[config.mk]
export PLATFORM = sky130hd
export DESIGN_NAME = shift_seq_ctrl_flat
export DESIGN_NICKNAME = d
export VERILOG_FILES = /design/src/rtl/shift_seq_ctrl_pkg.sv /design/src/rtl/shift_seq_ctrl_if.sv /design/src/rtl/shift_seq_ctrl.sv /design/src/flat_wrapper.sv
export SDC_FILE = /design/constraint.sdc
export NUM_CORES = 1
export LEC_CHECK = 0
export CAP_MARGIN = 20
export CORE_AREA = 2 2 39 41
export CTS_CLUSTER_DIAMETER = 40
export DETAILED_ROUTE_END_ITERATION = 10
export DIE_AREA = 0 0 41 43
export GPL_ROUTABILITY_DRIVEN = 0
export SKIP_CTS_REPAIR_TIMING = 1
export SYNTH_ARGS = -nofsm -noshare
export SYNTH_HDL_FRONTEND = slang
export SYNTH_SLANG_ARGS = --single-unit
[constraint.sdc]
create_clock -name C -period 2 [get_ports C]
set_input_delay 0.3 -clock C [delete_from_list [all_inputs] [get_ports C]]
set_output_delay 0.3 -clock C [all_outputs]
set_load 0.05 [all_outputs]
[src/rtl/shift_seq_ctrl_pkg.sv]
// shift_seq_ctrl_pkg
//   Shared definitions for the shift sequencer: FSM state encoding and the
//   bit-counter width helper.
//   No ports (package).
package shift_seq_ctrl_pkg;

  // Encodings are fixed to the legacy values so state dumps stay comparable.
  typedef enum logic [1:0] {
    ST_IDLE  = 2'd0,
    ST_SHIFT = 2'd1,
    ST_DONE  = 2'd2,
    ST_ABRT  = 2'd3
  } state_e;

  // Bits needed for a counter that spans 0..width.
  function automatic int unsigned cnt_w(input int unsigned width);
    return $clog2(width + 1);
  endfunction

endpackage

[src/rtl/shift_seq_ctrl_if.sv]
// shift_seq_ctrl_if
//   Parallel-word request channel between a requester and shift_seq_ctrl.
//   Signals:
//     req    requester has a word on data
//     data   WIDTH-bit parallel word, sampled on the accept edge only
//     abort  cancel the word currently being shifted
//     ready  controller can accept a word
//   Modports: master = requester side, slave = controller side.
interface shift_seq_ctrl_if #(
  parameter int unsigned WIDTH = 2
);
  logic             req;
  logic [WIDTH-1:0] data;
  logic             abort;
  logic             ready;

  modport master (output req, output data, output abort, input ready);
  modport slave  (input req, input data, input abort, output ready);
endinterface

[src/rtl/shift_seq_ctrl.sv]
// shift_seq_ctrl
//   Loads one WIDTH-bit word per req/ready handshake into a serial DFF chain,
//   driving the chain D input MSB-first with shift_en high for exactly WIDTH
//   clocks, then pulsing done. An abort during shifting pulses aborted instead.
//   Ports:
//     C         clock, rising edge
//     nR        asynchronous active-low reset
//     bus       request channel (slave): req, data, abort in; ready out
//     D_out     serial bit to the chain D input (0 when not shifting)
//     shift_en  chain clock-enable
//     busy      word in flight (SHIFT or DONE)
//     done      1-cycle pulse, full word is in the chain
//     aborted   1-cycle pulse, word was cancelled
module shift_seq_ctrl
  import shift_seq_ctrl_pkg::*;
#(
  parameter int unsigned WIDTH = 2
) (
  input  logic             C,
  input  logic             nR,
  shift_seq_ctrl_if.slave  bus,
  output logic             D_out,
  output logic             shift_en,
  output logic             busy,
  output logic             done,
  output logic             aborted
);

  localparam int unsigned      CNT_W    = cnt_w(WIDTH);
  localparam logic [CNT_W-1:0] CNT_LAST = CNT_W'(WIDTH - 1);

  state_e           state_q, state_d;
  logic [WIDTH-1:0] sh_q,    sh_d;
  logic [CNT_W-1:0] cnt_q,   cnt_d;

  always_ff @(posedge C or negedge nR) begin
    if (!nR) begin
      state_q <= ST_IDLE;
      sh_q    <= '0;
      cnt_q   <= '0;
    end else begin
      state_q <= state_d;
      sh_q    <= sh_d;
      cnt_q   <= cnt_d;
    end
  end

  // Bit counter (load / increment / terminal count) is folded into the FSM.
  always_comb begin
    state_d = state_q;
    sh_d    = sh_q;
    cnt_d   = cnt_q;
    unique case (state_q)
      ST_IDLE: begin
        if (bus.req) begin
          sh_d    = bus.data;
          cnt_d   = '0;
          state_d = ST_SHIFT;
        end
      end
      ST_SHIFT: begin
        sh_d  = sh_q << 1;
        cnt_d = cnt_q + CNT_W'(1);
        // abort takes priority over completing the last bit
        if (bus.abort) begin
          state_d = ST_ABRT;
          cnt_d   = '0;
        end else if (cnt_q == CNT_LAST) begin
          state_d = ST_DONE;
          cnt_d   = '0;
        end
      end
      ST_DONE: state_d = ST_IDLE;
      ST_ABRT: state_d = ST_IDLE;
      default: state_d = ST_IDLE;
    endcase
  end

  assign bus.ready = (state_q == ST_IDLE);
  assign shift_en  = (state_q == ST_SHIFT);
  assign D_out     = shift_en & sh_q[WIDTH-1];
  assign busy      = (state_q == ST_SHIFT) || (state_q == ST_DONE);
  assign done      = (state_q == ST_DONE);
  assign aborted   = (state_q == ST_ABRT);

endmodule

[src/flat_wrapper.sv]
// flat-port wrapper written by rule: the top's interface ports become plain ports
module shift_seq_ctrl_flat import shift_seq_ctrl_pkg::*;
#(
  parameter int unsigned WIDTH = 2
)
  (C, nR, D_out, shift_en, busy, done, aborted, bus_req, bus_data, bus_abort, bus_ready);
  shift_seq_ctrl_if #(.WIDTH(WIDTH)) bus_i ();
  input  logic C;
  input  logic nR;
  output logic D_out;
  output logic shift_en;
  output logic busy;
  output logic done;
  output logic aborted;
  input wire logic [$bits(bus_i.req)-1:0] bus_req;
  input wire logic [$bits(bus_i.data)-1:0] bus_data;
  input wire logic [$bits(bus_i.abort)-1:0] bus_abort;
  output wire logic [$bits(bus_i.ready)-1:0] bus_ready;
  assign bus_i.req = bus_req;
  assign bus_i.data = bus_data;
  assign bus_i.abort = bus_abort;
  assign bus_ready = bus_i.ready;
  shift_seq_ctrl #(.WIDTH(WIDTH)) u_core (.C(C), .nR(nR), .bus(bus_i), .D_out(D_out), .shift_en(shift_en), .busy(busy), .done(done), .aborted(aborted));
endmodule
* Yosys cells after proc, flatten, opt, wreduce, memory -nomap -nowiden
Index checks and enable logic that the tools add are counted.
** Word-level totals
- Bits in registers :: 6
- Bits of input ports :: 6
- Output and inout port bits :: 6
- Word-level logic and storage cells :: 27
** Cells by class
- Add/subtract/negate cells :: 1
- Equality and inequality tests :: 6
- Muxes and demuxes :: 10
- Bitwise gates (word level) :: 1
- Reductions and logical operators :: 6
** Operator list (number)
- two-way mux 2 bit :: 7
- one-hot mux 2 bit (2 select lines) :: 2
- one-hot mux 2 bit (3 select lines) :: 1
- equality test 2 x 1 -> 1 bit, second input constant :: 2
- equality test 2 bit, second input constant :: 2
- AND reduction 2 bit :: 2
- inequality test 3 bit, second input constant :: 1
- adder 2 x 1 -> 2 bit, second input constant :: 1
- zero test 2 bit :: 1
- inequality test 2 bit, second input constant :: 1
- nonzero test 2 bit :: 1
- OR reduction 2 bit :: 1
- AND 1 bit :: 1
- logical OR 1 bit :: 1

* Longest topological paths before layout
Gate-level depths: netlist (run 1).
- Depth in word-level cells :: 4
- Mapped depth :: 5
- Mapped depth without buffers :: 5

* Least setup slack after synthesis (run 1)
Ideal clock, no wire load.
- Kind :: flip-flop to output port
- From :: register u_core.state_q[1]
- To :: output port D_out
- Arrival :: 1.591 ns
- Data required time :: 1.700 ns
- Path slack :: 0.109 ns
- Cell stages (with the launch flop) :: 4
- Path buffers :: 0
- Cell sequence :: dfrtp_1 -> inv_1 -> ha_1 -> and2_1
** On the way
- Longest elaborated chain between the ends :: 2
** Ends and longest elaborated chain
- start: declaration :: line shift_seq_ctrl.sv:32 : state_e state_q, state_d;
- start signal: assignment :: line shift_seq_ctrl.sv:42 : state_q <= state_d;
- equality test 2 x 1 -> 1 bit :: line shift_seq_ctrl.sv:80 : assign shift_en = (state_q == ST_SHIFT);
- via shift_en :: line flat_wrapper.sv:11 : output logic shift_en;
- AND 1 bit :: line shift_seq_ctrl.sv:81 : assign D_out = shift_en & sh_q[WIDTH-1];
- end: declaration :: line flat_wrapper.sv:10 : output logic D_out;
The timed path passes the listed nets, and every way through them passes these cells.

* Worst setup path after layout (run 1)
- From :: register u_core.state_q[1]
- To :: output port D_out
** On the way
- Longest elaborated chain between the ends :: 2
** Ends and longest elaborated chain (line)
- equality test 2 x 1 -> 1 bit :: shift_seq_ctrl.sv:80
- AND 1 bit :: shift_seq_ctrl.sv:81
Every way passes these cells.

==> out/results.tsv, run 1 <==
stage	metric	value	unit
outcome	outcome	finished clean	
yosys	yosys.area.top_type	dfrtp_1	
placement	numPortBuffers	11	
route	drc	0	
floorplanning	die_w	41	um
placement	dpl.hpwl	568.9	um
yosys	syn_avg_cell_area	10.25	um^2
clock_network	cts_buffers	3	
layout	antennaDiodeCount	0	
timing	fin_crit	1819	ps
floorplanning	ioPinCount	12	
floorplanning	num_rows	14	
route	drtPass1Iterations	3	
setup_path	startpoint_type	flip-flop	
layout	nFillCells	138	
clock_network	cts_root_buffer	clkbuf_4	
route	wirelength	756	um
route	post_drt_wl_per_cell	11.28	um
floorplanning	initial_core_util	27.40	%
clock_network	clk-insertion-delay-late	240	ps
setup_path	worstSetupEndpointType	output port	
timing	whs	297.8	ps
floorplanning	coreArea	1384	um^2
floorplanning	die_y	43	um
route	via_per_inst	4.567	
global_route	grt_use_total	10.13	%
yosys	ys.warnings.count	0	
timing	finClkSkew	10.54	ps
timing	tightest_slew	369.8	ps
min_path	hp-class	primary input to asynchronous set/reset pin	
yosys	synth_area_leaders	dfrtp_1, ha_1, nand2b_1	
global_route	grt_antenna_before_repair	0	
global_route	grt_start_max_net_pins	10	
flow_run	cap_violations	0	
yosys	syn_nets	48	
clock_network	cts_max_level	1	
yosys	ys_seq_area_share	39.60	%
yosys	syn_area	379.1	um^2
clock_network	cts_tree	yes	
clock_network	clk_pin_slew	50	ps
route	drt_iter0_markers	7	
setup_path	cp_data_arrival_time	1520	ps
timing	fmax	549.9	MHz
layout	nNetsFinal	64	
setup_path	critPathKind	flip-flop to output port	
layout	layout-drive-gt1-share	21.57	%
layout	syn2layout_area_growth	46.20	%
clock_network	clockBufferDepth	2	
yosys	synth-seq-cells	6	
timing	min_period_over_period	90.93	%
global_route	overflow	0	
setup_path	worstPathMaxFanout	9	
global_route	grt_pass1_vias	273	
global_route	grt_first_pass_wirelength	1117	um
setup_path	required	1700	ps
timing	hold_viol	0	
timing	timing.setup.tns	0	ps
timing	relSlewSlack	75.35	%
yosys	synth_cells	37	
route	num_vias	306	
yosys	yosysTopAreaCellShare	39.60	%
timing	setup_viol	0	
floorplanning	die_area	1763	um^2
clock_network	cts_sinks	6	
yosys	netlist-cell-type-count	23	
timing	slew_viol_final	0	
route	final_antenna_net_count	0	
timing	rsz0062_at_grt	no	
final timing paths:
kind                                                from                            end  slack [ps]  cells after the start
max in group asynchronous                             nR    u_core.cnt_q[1]$_DFFE_PN0P_        1470                      1
min in group C               u_core.cnt_q[1]$_DFFE_PN0P_    u_core.cnt_q[1]$_DFFE_PN0P_         500                      1
hold / removal                                        nR     u_core.sh_q[0]$_DFFE_PN0P_         300                      1
setup / recovery           u_core.state_q[1]$_DFFE_PN0P_                          D_out         180                      4
hold reg to reg              u_core.cnt_q[1]$_DFFE_PN0P_    u_core.cnt_q[1]$_DFFE_PN0P_         500                      1
setup reg to reg           u_core.state_q[1]$_DFFE_PN0P_  u_core.state_q[1]$_DFFE_PN0P_         340                      5
critical path: stages (launching register included):
cell	delay, ps
dfrtp_1	400
inv_1	110
ha_1	390
and2_1	230
buf_12	140
sequential cells by signal (all words and copies together) (netlist names):
signal,flops
u_core.sh_q,2
u_core.state_q,2
u_core.cnt_q,2
kinds of logic (layout without fill, tap and decap cells):
kind of cell / Yosys count / in the layout / share of synthesized area (%)
flip-flops: 6 / 6 / 39.60
multiplexers: 2 / 2 / 5.610
AND/OR/NAND/NOR: 13 / 13 / 19.80
buffers and inverters: 2 / 16 / 1.981
AO/OA/AOI/OAI: 9 / 9 / 16.50
adder cells (fa/ha/maj): 5 / 5 / 16.50
synth_stat cells:
cell type and count:
dfrtp_1 6, ha_1 5, a21oi_1 2, inv_1 2, nand2_1 2, nand2b_1 2
nor2b_1 2, a211o_1 1, a31oi_1 1, and2_1 1, and2b_1 1, and3_1 1
mux2_1 1, mux2i_1 1, nand2b_2 1, nand3_1 1, nor2_1 1, nor3_1 1
o21a_1 1, o21ai_0 1, o21ai_2 1, o2bb2ai_1 1, o31ai_1 1
placed cells by master, fill, tap and decap left out, types with 2 or more instances in the layout:
cell type | synthesis | layout
clkbuf_4 | 0 | 3
clkdlybuf4s50_1 | 0 | 5
nand2b_1 | 2 | 2
buf_4 | 0 | 3
inv_1 | 2 | 2
nor2b_1 | 2 | 2
buf_12 | 0 | 3
nand2_1 | 2 | 2
ha_1 | 5 | 5
a21oi_1 | 2 | 2
dfrtp_1 | 6 | 6
metal layers:
metal / wire length [um] / vias to the layer above / track usage (%)
met5: 0 / - / 0
met4: 7 / 0 / 6.000
met3: 60 / 2 / 7.853
met2: 317 / 9 / 12.81
met1: 370 / 136 / 11.59
li1: - / 159 / -
final cells by class:
class / instances / area, um^2 / share of cell area, %
repair buffers: 11 / 132.6 / 23.93
clock buffers: 3 / 22.52 / 4.063
flip-flops and latches: 6 / 150.1 / 27.09
multi-input cells: 29 / 221.5 / 39.95
well taps: 16 / 20.02 / 3.612
inverters: 2 / 7.507 / 1.354
through the flow:
stage / instance area, um^2 / cells / setup WS, ps / util (%)
4_1_cts: 554.3 / 67 / 157.9 / 40.05
6_report: 554.3 / 67 / 181.4 / 40.05
2_1_floorplan: 379.1 / 37 / 109.0 / -
5_1_grt: 554.3 / 67 / 84.26 / 40.05
3_5_place_dp: 531.8 / 64 / 331.3 / 38.43
3_3_place_gp: 531.8 / 64 / 351.4 / 38.43
Power of run 1 is left out: the tool's default activity adds up to more than one toggle a clock period on the data nets, which glitch-free logic cannot reach.
==> run 2: changes to the inputs <==
==> constraint.sdc (replaced) <==
create_clock -name C -period 2 [get_ports C]
set_input_delay 0.5 -clock C [delete_from_list [all_inputs] [get_ports C]]
set_output_delay 0.5 -clock C [all_outputs]
set_load 0.05 [all_outputs]
==> run 2 against run 1 <==
Register-to-register slack better by 60 ps. Clock skew down 2.4 ps. Setup slack worse by 28 ps. Cell count unchanged. Critical path type unchanged.
==> out/results.tsv, run 2 (synthesis results as in run 1) <==
stage	metric	value	unit
outcome	outcome	finished clean	
floorplanning	die_w	41	um
clock_network	clk_pin_slew	40	ps
setup_path	cp_slowest_cell	dfrtp_1	
layout	multi_input_area	234.0	um^2
timing	fin_crit	1846	ps
floorplanning	num_rows	14	
route	via_per_inst	4.657	
clock_network	cts_buffers	3	
timing	timing.setup.tns	0	ps
clock_network	clockBufferDepth	2	
route	post_drt_wl_per_cell	11.46	um
global_route	overflow	0	
route	num_vias	312	
setup_path	worstSetupEndpointType	output port	
floorplanning	die_area	1763	um^2
layout	nFillCells	132	
timing	slew_viol_final	0	
setup_path	worstPathMaxFanout	8	
global_route	grt_use_total	11.11	%
timing	hold_viol	0	
min_path	hp-class	flip-flop to flip-flop	
layout	layout_common_cells	buf_12, dfrtp_1, clkdlybuf4s50_1, ha_1, clkbuf_4	
route	drt_iter0_markers	5	
global_route	grt_start_max_net_pins	10	
flow_run	cap_violations	0	
layout	fin_util	43.67	%
setup_path	path_cells	inv_1, ha_1, buf_12	
clock_network	cts_max_level	1	
global_route	grt_pass1_vias	296	
clock_network	clk-insertion-delay-late	250	ps
route	drc	0	
route	drtPass1Iterations	2	
placement	dpl.hpwl	591.8	um
layout	antennaDiodeCount	0	
floorplanning	coreArea	1384	um^2
layout	syn2layout_area_growth	59.41	%
clock_network	cts_root_buffer	clkbuf_4	
layout	regArea	150.1	um^2
timing	min_period_over_period	92.31	%
global_route	grt_first_pass_wirelength	1248	um
floorplanning	ioPinCount	12	
placement	numPortBuffers	11	
timing	relSlewSlack	77.85	%
timing	setup_viol	0	
setup_path	startpoint_type	flip-flop	
timing	finClkSkew	8.101	ps
timing	tightest_slew	332.3	ps
route	wirelength	768	um
setup_path	required	1500	ps
floorplanning	initial_core_util	27.40	%
route	final_antenna_net_count	0	
layout	layout-drive-gt1-share	23.53	%
layout	top_regs	u_core.cnt_q (2), u_core.sh_q (2), u_core.state_q (2)	
timing	rsz0062_at_grt	no	
global_route	grt_antenna_before_repair	0	
setup_path	cp_data_arrival_time	1350	ps
floorplanning	die_y	43	um
clock_network	cts_sinks	6	
setup_path	cpPeakStageDelay	410	ps
clock_network	cts_tree	yes	
layout	nNetsFinal	64	
timing	fmax	541.7	MHz
setup_path	critPathKind	flip-flop to output port	
-- run 2: layout make-up --
cell class	instances	area share, %
repair buffers	11	28.16
clock buffers	3	3.727
well taps	16	3.313
multi-input cells	29	38.72
inverters	2	1.242
flip-flops and latches	6	24.84
-- run 2: critical path, delay by kind of cell, from the launching register on --
family / cells / cell delay, ps
flops: 1 / 410
fa+ha+maj: 1 / 370
buf+inv: 2 / 320
-- run 2: layer usage --
metal	share of wire (%)	track usage [%]	vias up	wire length, um
li1	-	-	156	-
met1	43	12.46	144	328
met2	49	15.94	12	378
met3	7.9	6.283	0	61
met4	0	6.000	0	0
met5	0	0	-	0
-- run 2: worst paths after layout --
path	from	end	slack, ps	cells after the start
worst max-delay path	u_core.state_q[1]$_DFFE_PN0P_	bus_ready	150	3
worst min-delay path	u_core.cnt_q[1]$_DFFE_PN0P_	u_core.cnt_q[1]$_DFFE_PN0P_	490	1
worst max register to register	u_core.state_q[1]$_DFFE_PN0P_	u_core.state_q[1]$_DFFE_PN0P_	400	5
min in group asynchronous	nR	u_core.sh_q[0]$_DFFE_PN0P_	500	1
max in group asynchronous	nR	u_core.cnt_q[1]$_DFFE_PN0P_	1280	1
worst min register to register	u_core.cnt_q[1]$_DFFE_PN0P_	u_core.cnt_q[1]$_DFFE_PN0P_	490	1
-- run 2: metrics by stage --
step                      area, um^2  worst slack (ps)  std cells  hold slack (ps)
after floorplan                381.6             119.7         37            204.4
after global placement         571.8             272.0         64            473.1
after detailed placement       571.8             228.3         64            481.6
after CTS                      594.3             68.87         67            489.8
after global routing           604.3             43.71         67            504.9
final                          604.3             153.8         67            493.8
Power of run 2 is left out for the same reason.
